$ cat config.mk
export PLATFORM = sky130hd
export DESIGN_NAME = mac_dot
export DESIGN_NICKNAME = d
export VERILOG_FILES = /design/src/rtl/mac_dot.sv
export SDC_FILE = /design/constraint.sdc
export NUM_CORES = 1
export LEC_CHECK = 0
export ABC_AREA = 1
export BUFFER_PORTS_ARGS = -buffer_cell sky130_fd_sc_hd__buf_2
export CORE_MARGIN = 8
export CORE_UTILIZATION = 47
export DETAILED_ROUTE_END_ITERATION = 7
export HOLD_SLACK_MARGIN = 0.06
export PLACE_DENSITY_LB_ADDON = 0.05
export SLEW_MARGIN = 20
export SYNTH_ARGS = -nofsm -noshare
export SYNTH_HDL_FRONTEND = slang
export SYNTH_SLANG_ARGS = --single-unit
$ cat constraint.sdc
create_clock -name clk -period 2.5 [get_ports clk]
set_input_delay 0.125 -clock clk [delete_from_list [all_inputs] [get_ports clk]]
set_output_delay 0.125 -clock clk [all_outputs]
set_load 0.005 [all_outputs]
$ cat src/rtl/mac_dot.sv
// Streaming dot-product MAC: accepts VEC_LEN operand pairs, multiplies in a
// registered stage, accumulates with wrap/saturate, and emits one result per vector.
module mac_dot #(
    parameter int DATA_WIDTH = 4,
    parameter int ACC_WIDTH  = 12,
    parameter int VEC_LEN    = 4,
    parameter int SIGNED     = 0,
    parameter int SATURATE   = 0
) (
    input  logic                  clk,
    input  logic                  reset,
    input  logic                  in_valid,
    output logic                  in_ready,
    input  logic [DATA_WIDTH-1:0] operand_a,
    input  logic [DATA_WIDTH-1:0] operand_b,
    output logic                  out_valid,
    input  logic                  out_ready,
    output logic [ACC_WIDTH-1:0]  acc,
    output logic                  overflow
);

    localparam int CNT_W  = (VEC_LEN > 1) ? $clog2(VEC_LEN) : 1;
    localparam int PROD_W = 2 * DATA_WIDTH;
    localparam logic [CNT_W-1:0] LAST_IDX = CNT_W'(VEC_LEN - 1);

    localparam logic [ACC_WIDTH-1:0] U_MAX = '1;
    localparam logic [ACC_WIDTH-1:0] S_MAX = {1'b0, {(ACC_WIDTH-1){1'b1}}};
    localparam logic [ACC_WIDTH-1:0] S_MIN = {1'b1, {(ACC_WIDTH-1){1'b0}}};

    typedef enum logic [1:0] {
        ACCUM,
        FINISH,
        OUT
    } state_t;

    state_t state;
    state_t state_next;

    logic [CNT_W-1:0]     count;
    logic [ACC_WIDTH-1:0] product;
    logic                 prod_valid;
    logic                 prod_last;
    logic [ACC_WIDTH-1:0] accumulator;
    logic                 ovf_sticky;

    logic                 in_fire;
    logic                 out_fire;
    logic                 is_last;

    logic [PROD_W-1:0]        mul_u;
    logic signed [PROD_W-1:0] mul_s;
    logic [ACC_WIDTH-1:0]     prod_ext;

    logic [ACC_WIDTH:0]   sum_wide;
    logic                 ovf_event;
    logic [ACC_WIDTH-1:0] sum_fixed;

    assign in_ready  = (state == ACCUM) && !reset;
    assign out_valid = (state == OUT);
    assign in_fire   = in_valid && in_ready;
    assign out_fire  = out_valid && out_ready;
    assign is_last   = (count == LAST_IDX);

    // NOTE: every variable written here gets a default first, so no path can infer a latch.
    always_comb begin
        state_next = state;
        case (state)
            ACCUM:   if (in_fire && is_last) state_next = FINISH;
            // The last product is in stage 1 on entry; once it has retired, prod_valid drops.
            FINISH:  if (!prod_valid) state_next = OUT;
            OUT:     if (out_fire) state_next = ACCUM;
            default: state_next = ACCUM;
        endcase
    end

    // NOTE: sequential state uses non-blocking assignments so all registers update together.
    always_ff @(posedge clk) begin
        if (reset) begin
            state <= ACCUM;
            count <= '0;
        end else begin
            state <= state_next;
            if (in_fire) begin
                count <= is_last ? '0 : count + CNT_W'(1);
            end
        end
    end

    // Stage 1: multiply and extend to the accumulator width.
    always_comb begin
        mul_u    = PROD_W'(operand_a) * PROD_W'(operand_b);
        mul_s    = PROD_W'($signed(operand_a)) * PROD_W'($signed(operand_b));
        prod_ext = ACC_WIDTH'(mul_u);
        if (SIGNED != 0) begin
            prod_ext = ACC_WIDTH'(mul_s);
        end
    end

    always_ff @(posedge clk) begin
        if (reset) begin
            product    <= '0;
            prod_valid <= 1'b0;
            prod_last  <= 1'b0;
        end else begin
            prod_valid <= in_fire;
            if (in_fire) begin
                product   <= prod_ext;
                prod_last <= is_last;
            end
        end
    end

    // Stage 2: one extra bit exposes the carry (unsigned) or the sign flip (signed).
    always_comb begin
        if (SIGNED != 0) begin
            sum_wide  = {accumulator[ACC_WIDTH-1], accumulator} + {product[ACC_WIDTH-1], product};
            ovf_event = (accumulator[ACC_WIDTH-1] == product[ACC_WIDTH-1]) &&
                        (sum_wide[ACC_WIDTH-1] != accumulator[ACC_WIDTH-1]);
        end else begin
            sum_wide  = {1'b0, accumulator} + {1'b0, product};
            ovf_event = sum_wide[ACC_WIDTH];
        end

        sum_fixed = sum_wide[ACC_WIDTH-1:0];
        if (ovf_event && (SATURATE != 0)) begin
            if (SIGNED == 0) begin
                sum_fixed = U_MAX;
            end else if (accumulator[ACC_WIDTH-1]) begin
                sum_fixed = S_MIN;
            end else begin
                sum_fixed = S_MAX;
            end
        end
    end

    always_ff @(posedge clk) begin
        if (reset) begin
            accumulator <= '0;
            ovf_sticky  <= 1'b0;
            acc         <= '0;
            overflow    <= 1'b0;
        end else if (prod_valid) begin
            if (prod_last) begin
                acc         <= sum_fixed;
                overflow    <= ovf_sticky | ovf_event;
                accumulator <= '0;
                ovf_sticky  <= 1'b0;
            end else begin
                accumulator <= sum_fixed;
                ovf_sticky  <= ovf_sticky | ovf_event;
            end
        end
    end

endmodule

==> results.md, run 1 <==
- Run status: complete, no violations
- WL met2: between 2000 and 2500 um
- Critical path required time: approximately 2700 ps
- Detailed Routing Iterations Pass 1: 4
- Count of clock tree sinks: 40
- Fin crit share: ~87%
- Post-CTS Setup Bufs: 0
- Diode count: 0
- Die Ht: between 80 and 90 um
- Initial antenna violation count: 0
- Top routing layer used: met4
- Slew HR: between 60% and 70%
- Post-Syn Area: 2360 um^2
- Root buffer cell: clkbuf_8
- Setup TNS: 0 ps
- Clock slew at reported path FFs: roughly 80 ps
- Leak: 0.00148 uW
- Worst-margin pin slew: 510 ps
- I/O pin count: 27
- Final Hold Viols: 0
- Critical-path top delay cell: fa_1
- Fin nets: 404
- CTS buffer count: 5
- CTS H-tree depth: 2
- Hpwl dp: about 4000 um
- GRT overflow: 0
- Die width: 86.9 um
- Pin count of the biggest net entering global routing: 19
- Synthesized area per cell: between 7 and 8 um^2
- WP depth: 10
- CTS tree: yes
- Clock buffer depth: 2
- Hold Crit Class: input port to register
- Initial DRC count: between 60 and 70
- Peak VDD IR: between 0.3 and 0.4 mV
- FF+latch count, synth: 40
- Vias/cell: roughly 4.8
- # DRC: 0
- Worst setup EP type: register
- R2R depth: 11
- Critical path class: input port to register
- MaxCap Viol Count: 0
- Fmax: 461 MHz
- Die ar.: roughly 7600 um^2
- Final GP Congestion: ~0.8
- CP peak stage delay: 530 ps
- Fin. max-slew vios: 0
- Worst path cell trace: buf_2, nand2_1, fa_1, fa_1, fa_1, o21ai_0, a21oi_1, xnor2_1, o21ai_0, inv_1
- Fin crit period: around 2200 ps
- # rows: 26
- WHS: about 69 ps
- Port Buffers: 26
- CTS Hold Bufs: 0
- Starting density of the core: 47.5%
- Share of cells above drive strength 1: 14.7%
- Syn Inst Count: 334
- CP startpoint kind: input port
- Setup-failing EPs final: 0
- Synth warn: 0
- Critical path's top delay family: adder cells
- Antenna viol nets, final: 0
- Met1 WL: approximately 2400 um
- Post-cts sizing count: 0
- Post-synth net total: ~370
- Met3 wire len: around 180 um
- Most used cell, CP: fa_1
- Worst skew pair latency: between 300 and 400 ps
- Vias in the first global route: between 2000 and 2500
- RSZ-0062 raised after global routing: no
- Global-route usage over all layers: roughly 15%
- Wire per inst: around 12 um
- WL final: ~5000 um
- Distinct cells, synth: 27
- Power Density: approximately 530 nW/um^2
- Routed vias: a little over 2000
- Critical Path AT: 2370 ps
- First-pass GRT wire length: 9030 um
- Core area: ~5000 um^2
- Sequential fraction of the synthesis area: between 30% and 40%
- WP buf/inv: 2
- Min-Delay Path Depth: 4
- Critical path fanouts, max: 4
- P&R area growth vs syn: 14.8%
- Worst Clk Skew: between 10 and 15 ps
[final timing paths]
| path | start | to | slack, ps |
|---|---|---|---|
| max | operand_b[2] | product[6]$_SDFFE_PP0P_ | 330 |
| min | out_ready | state[1]$_SDFFE_PP0P_ | 70 |
| max reg2reg | product[0]$_SDFFE_PP0P_ | ovf_sticky$_SDFFE_PP0P_ | 500 |
| min reg2reg | acc[0]$_SDFFE_PP0P_ | acc[0]$_SDFFE_PP0P_ | 450 |
[cell type report]
cell class                      instances  area, um^2
Inverter                               52         195
Tap cell                               70        87.6
Clock buffer                            5        68.8
Sequential cell                        40         801
Multi-Input combinational cell        234        1330
Fill cell                             523        2260
Clock inverter                          3        46.3
Timing Repair Buffer                   33         183
[kinds of logic (layout without fill, tap and decap cells)]
kind of cell | Yosys count | count (layout) | share of synthesized area [%]
XOR/XNOR | 8 | 8 | 2.96
flip-flops | 40 | 40 | 33.9
AO/OA/AOI/OAI | 43 | 43 | 10.3
buffers and inverters | 60 | 93 | 9.79
AND/OR/NAND/NOR | 157 | 157 | 27.7
adder cells (fa/ha/maj) | 26 | 26 | 15.3
[stage by stage]
stage,std cells,power [uW],setup slack (ps),area (um^2),utilization [%]
detailed placement,429,916,-5.85,2600,52.2
floorplan,334,853,185,2360,-
finish,437,1450,331,2710,54.5
global placement,429,914,26.6,2600,52.2
CTS,437,1460,312,2710,54.5
global route,437,1540,58.8,2710,54.5
[worst min-delay path, stage by stage]
cell and delay, ps:
buf_2 70, inv_1 30, nand2_1 50, a21oi_1 50
[sequential cells by signal, indices dropped and copies added (netlist names)]
| name | flops |
|---|---|
| prod_last | 1 |
| count | 2 |
| prod_valid | 1 |
| product | 8 |
| accumulator | 12 |
| acc | 12 |
| ovf_sticky | 1 |
| overflow | 1 |
| state | 2 |
[Yosys cell counts]
| library cell | count | share of area, % |
|---|---|---|
| nand2_1 | 110 | 17 |
| inv_1 | 49 | 7.8 |
| dfxtp_1 | 40 | 34 |
| a21oi_1 | 24 | 5.1 |
| nand3_1 | 23 | 4.9 |
| ha_1 | 21 | 11 |
| nor2_1 | 11 | 1.7 |
| o21ai_0 | 10 | 2.1 |
| xor2_1 | 6 | 2.2 |
| buf_2 | 5 | 1.1 |
| fa_1 | 5 | 4.2 |
| nand2_2 | 5 | 1.3 |
| a22o_1 | 3 | 1.1 |
| clkbuf_1 | 3 | 0.48 |
| inv_2 | 3 | 0.48 |
| nand4_1 | 3 | 0.79 |
| a31oi_1 | 2 | 0.53 |
| xnor2_1 | 2 | 0.74 |
| a21oi_2 | 1 | 0.37 |
| nand3_2 | 1 | 0.42 |
| nand3b_1 | 1 | 0.32 |
| nor2_2 | 1 | 0.26 |
| o211ai_1 | 1 | 0.32 |
| o21bai_2 | 1 | 0.48 |
| o31ai_1 | 1 | 0.32 |
| or2_1 | 1 | 0.26 |
| or2_2 | 1 | 0.26 |
[per-layer routing]
metal / global-route usage, % / vias up
met4: 5.16 / 0
met5: 0 / -
met3: 3.40 / 6
met1: 17.1 / 934
li1: - / 1113
met2: 27.1 / 25
[cell usage in the layout, fill, tap and decap left out, drive strengths merged, types with 5 or more instances in the layout]
master / netlist / routed
o21ai: 10 / 10
xor2: 6 / 6
a21oi: 25 / 25
ha: 21 / 21
buf: 5 / 33
inv: 52 / 53
nor2: 12 / 12
nand2: 115 / 115
clkbuf: 3 / 5
fa: 5 / 5
dfxtp: 40 / 40
nand3: 24 / 24
[where the power goes]
group / switching (uW) / internal (uW) / total, uW
Clock: 250 / 301 / 551
Sequential: 15.5 / 659 / 675
Combinational: 136 / 88.4 / 225
No activity file was read; power rests on OpenSTA's default activity.
==> run 2: changes to the inputs <==
Settings changed: BUFFER_PORTS_ARGS -buffer_cell sky130_fd_sc_hd__buf_2 to -buffer_cell sky130_fd_sc_hd__buf_4, PLACE_DENSITY set to 0.72, PLACE_DENSITY_LB_ADDON 0.05 to not set.
==> results.md, run 2 (synthesis results as in run 1) <==
- Dpl cells: 426
- Setup-failing EPs final: 0
- Slew HR: a little over two thirds
- Antenna viol nets, final: 0
- Fin crit share: approximately 90%
- Clock buffer depth: 2
- Most used cell, CP: fa_1
- Fin. max-slew vios: 0
- Port Buffers: 26
- Final non-filler cell total: 433
- Run status: complete, no violations
- Final GP Congestion: between 0.8 and 0.9
- Detailed Routing Iterations Pass 1: 6
- RSZ-0062 raised after global routing: no
- Critical path required time: 2690 ps
- Pin count of the biggest net entering global routing: 19
- Share of cells above drive strength 1: 13.5%
- Count of clock tree sinks: 40
- First-pass GRT wire length: 8580 um
- Worst path cell trace: buf_4, nand2_1, fa_1, fa_1, fa_1, o21ai_0, a21oi_1, xnor2_1, o21ai_0, inv_1
- Worst setup EP type: register
- GRT overflow: 0
- Routed vias: about 2100
- Die width: about 87 um
- Worst-margin pin slew: 454 ps
- CP peak stage delay: ~540 ps
- Most common cell after layout, fill and taps aside: nand2_1
- # DRC: 0
- Vias/cell: between 4 and 5
- Power Density: ~480 nW/um^2
- Critical Path AT: 2390 ps
- Wire per inst: approximately 11 um
- Global-route usage over all layers: roughly 14%
- Peak VDD IR: between 0.15 and 0.2 mV
- Initial DRC count: 81
- Worst skew pair latency: approximately 290 ps
- Starting density of the core: 47.5%
- Post-CTS Setup Bufs: 0
- Critical-path top delay cell: fa_1
- Core area: 4980 um^2
- Die Ht: about 87 um
- Diode count: 0
- Root buffer cell: clkbuf_8
- Final Hold Viols: 0
- Leak: around 0.0015 uW
- Largest regs: acc: 12 flops, accumulator: 12 flops, product: 8 flops
- Most frequent cells in the layout: nand2_1, inv_1, dfxtp_1
- CTS buffer count: 5
- Fmax: between 400 and 500 MHz
- Hold Crit Class: input port to register
- Fin crit period: 2200 ps
- Die ar.: approximately 7600 um^2
- CTS Hold Bufs: 0
- Post-cts sizing count: 0
- Total power: around 1300 uW
- Critical path class: input port to register
- P&R area growth vs syn: 15.0%
- I/O pin count: 27
- Vias in the first global route: a little over 2000
- Clock slew at reported path FFs: 70 ps
- Initial antenna violation count: 0
- CP startpoint kind: input port
- Fin nets: roughly 400
- CTS tree: yes
- MaxCap Viol Count: 0
- Layout fillers: between 400 and 500
- Setup TNS: 0 ps
- CTS H-tree depth: 2
- # rows: 26
- Critical path fanouts, max: 4
- WL final: just under 5000 um
- Worst Clk Skew: ~4.3 ps
- Hpwl dp: 3800 um
==> run 2: area by class of cell <==
class | count | area [um^2] | area share, %
clock buffer | 6 | 72.6 | 2.67
clock inverter | 1 | 5.00 | 0.184
inverter | 52 | 195 | 7.18
multi-input combinational | 234 | 1330 | 49.0
sequential | 40 | 801 | 29.5
tap | 70 | 87.6 | 3.22
timing repair buffer | 30 | 225 | 8.28
==> run 2: critical path, delay by kind of cell <==
kind,cells,cell delay (ps)
adders and majority gates,3,1500
buffers and inverters,2,150
and+or+nand+nor,1,70
xor gates and xnor gates,1,130
AOI/OAI and AO/OA,3,420
==> run 2: final timing paths <==
path,startpoint,to,slack (ps),cells after the start
setup / recovery,operand_b[3],product[6]$_SDFFE_PP0P_,300,10
hold / removal,out_ready,state[1]$_SDFFE_PP0P_,90,4
setup reg to reg,product[0]$_SDFFE_PP0P_,ovf_sticky$_SDFFE_PP0P_,570,11
hold reg to reg,acc[10]$_SDFFE_PP0P_,acc[10]$_SDFFE_PP0P_,450,2
==> run 2: layer usage <==
layer	global-route usage (%)	routed length [um]
met5	0	0
met4	5.16	72
met3	3.58	210
met2	26.5	2450
met1	14.8	2190
==> run 2: report_power, final <==
group / switching, uW / internal, uW / leakage, uW
combinational: 138 / 91.7 / 0.00109
sequential: 16.3 / 660 / 0.000325
clock: 210 / 190 / 0.0000410
==> run 2: per-stage QoR <==
stage | area, um^2 | setup WS, ps | hold slack (ps) | utilization [%]
2_1_floorplan | 2360 | 185 | 265 | -
3_3_place_gp | 2640 | 24.5 | 386 | 53.1
3_5_place_dp | 2640 | -11.4 | 399 | 53.1
4_1_cts | 2720 | 291 | 89.9 | 54.6
5_1_grt | 2720 | 172 | 126 | 54.6
6_report | 2720 | 301 | 89.7 | 54.6
==> run 3: changes to the inputs <==
--- a/config.mk
+++ b/config.mk
@@ -8,4 +8,5 @@
 export ABC_AREA = 1
 export BUFFER_PORTS_ARGS = -buffer_cell sky130_fd_sc_hd__buf_4
+export CAP_MARGIN = 20
 export CORE_MARGIN = 8
 export CORE_UTILIZATION = 47
==> constraint.sdc (replaced) <==
create_clock -name clk -period 2.5 [get_ports clk]
set_input_delay 0.375 -clock clk [delete_from_list [all_inputs] [get_ports clk]]
set_output_delay 0.375 -clock clk [all_outputs]
set_load 0.005 [all_outputs]
==> results.md, run 3 (synthesis results as in run 1) <==
- Run status: complete, no violations
- Met1 WL: between 2000 and 2500 um
- Worst hold start: out_ready
- MaxCap Viol Count: 0
- Slew HR: 71.4%
- Fmax: between 400 and 500 MHz
- Reg2reg start: product[0]$_SDFFE_PP0P_
- Setup TNS: 0 ps
- Critical path fanouts, max: 2
- Wire per inst: 11.2 um
- Initial antenna violation count: 0
- Layout fillers: ~470
- Pin count of the biggest net entering global routing: 19
- Dpl cells: about 430
- Port Buffers: 26
- Worst Clk Skew: between 6 and 7 ps
- Vias in the first global route: 2113
- Clock slew at reported path FFs: roughly 70 ps
- Die width: roughly 87 um
- Fin crit period: between 2000 and 2500 ps
- # rows: 26
- Critical Path Start: operand_b[3]
- First-pass GRT wire length: between 8000 and 9000 um
- Root buffer cell: clkbuf_8
- Final non-filler cell total: approximately 440
- Largest regs: acc: 12 flops, accumulator: 12 flops, product: 8 flops
- Met3 wire len: roughly 130 um
- Diode count: 0
- Most frequent cells in the layout: nand2_1, inv_1, dfxtp_1
- Worst skew pair latency: between 200 and 300 ps
- Peak VDD IR: around 0.27 mV
- R2R depth: 10
- Critical path required time: 2680 ps
- Leak: between 0.0015 and 0.002 uW
- Top routing layer used: met4
- Initial DRC count: 101
- Fin. max-slew vios: 0
- Flop2flop setup slack: about 580 ps
- Total power: 1480 uW
- Fin crit share: 94.7%
- Routed vias: 2124
- WL final: 4960 um
- CTS H-tree depth: 2
- Starting density of the core: approximately 48%
- I/O pin count: 27
- Worst reg2reg path endpoint: accumulator[8]$_SDFFE_PP0P_
- WL met2: around 2400 um
- CTS Hold Bufs: 0
- P&R area growth vs syn: 19.7%
- Most common cell after layout, fill and taps aside: nand2_1
- Clock buffer depth: 2
- Worst-margin pin slew: 428 ps
- Post-route core utilization: between 50% and 60%
- # DRC: 0
- Share of cells above drive strength 1: approximately 16%
- CTS buffer count: 5
- Final GP Congestion: a little over 0.8
- Global-route usage over all layers: around 15%
- Hold Path End: state[1]$_SDFFE_PP0P_
- Hold Crit Class: input port to register
- Min-Delay Path Depth: 4
- Fin nets: a little over 400
- Die Ht: ~87 um
- RSZ-0062 raised after global routing: no
- CTS tree: yes
- Count of clock tree sinks: 40
- GRT overflow: 0
- Setup-failing EPs final: 0
- Worst setup EP type: register
- Detailed Routing Iterations Pass 1: 4
- Core area: approximately 5000 um^2
- Critical path class: input port to register
- Critical Path AT: approximately 2600 ps
- Final Hold Viols: 0
- CP startpoint kind: input port
- Die ar.: about 7600 um^2
- Power Density: roughly 520 nW/um^2
- Antenna viol nets, final: 0
- Vias/cell: between 4 and 5
- Hpwl dp: slightly below 4000 um
[run 3: stage by stage]
stage / setup WS [ps] / area [um^2] / hold slack (ps)
after global routing: 49.9 / 2830 / 373
after floorplan: 21.2 / 2370 / 442
after detailed placement: -208 / 2700 / 442
after CTS: 93.2 / 2830 / 340
after global placement: -123 / 2700 / 439
final: 131 / 2830 / 345
[run 3: repair_timing]
action                     in CTS  in global routing
setup buffers                   0                  0
resized for setup               0                  1
hold endpoints to repair        0                  0
setup endpoints to repair       0                  1
[run 3: report_power, final]
group | internal, uW | switching [uW] | total [uW]
logic | 104 | 141 | 244
clock network | 352 | 212 | 565
registers | 659 | 16.1 | 675
[run 3: area by class of cell]
type / count / area [um^2] / share of cell area, %
repair buffers: 38 / 285 / 10.1
clock buffers: 7 / 96.3 / 3.40
clock inverters: 1 / 30.0 / 1.06
flip-flops and latches: 40 / 801 / 28.3
well taps: 70 / 87.6 / 3.09
multi-input cells: 234 / 1340 / 47.2
inverters: 52 / 195 / 6.90
[run 3: worst max-delay path, stage by stage]
cell and delay [ps]:
buf_4 90, nand2_1 70, fa_1 570, fa_1 470
fa_2 410, o21ai_1 160, a21oi_1 90, xnor2_1 120
o21ai_0 140, inv_1 50
[run 3: worst max-delay path by stage]
stage / endpoint / depth (start not counted) / slack (ps)
6_report: product[6]$_SDFFE_PP0P_ / 10 / 130
3_5_place_dp: product[6]$_SDFFE_PP0P_ / 10 / -210
4_1_cts: product[6]$_SDFFE_PP0P_ / 10 / 90
2_1_floorplan: product[6]$_SDFFE_PP0P_ / 9 / 20
3_3_place_gp: product[6]$_SDFFE_PP0P_ / 10 / -120
5_1_grt: product[6]$_SDFFE_PP0P_ / 10 / 50
[run 3: per-layer routing]
layer	vias to the layer above	track usage (%)
li1	1127	-
met1	963	16.3
met2	24	26.1
met3	10	3.58
met4	0	4.54
met5	-	0
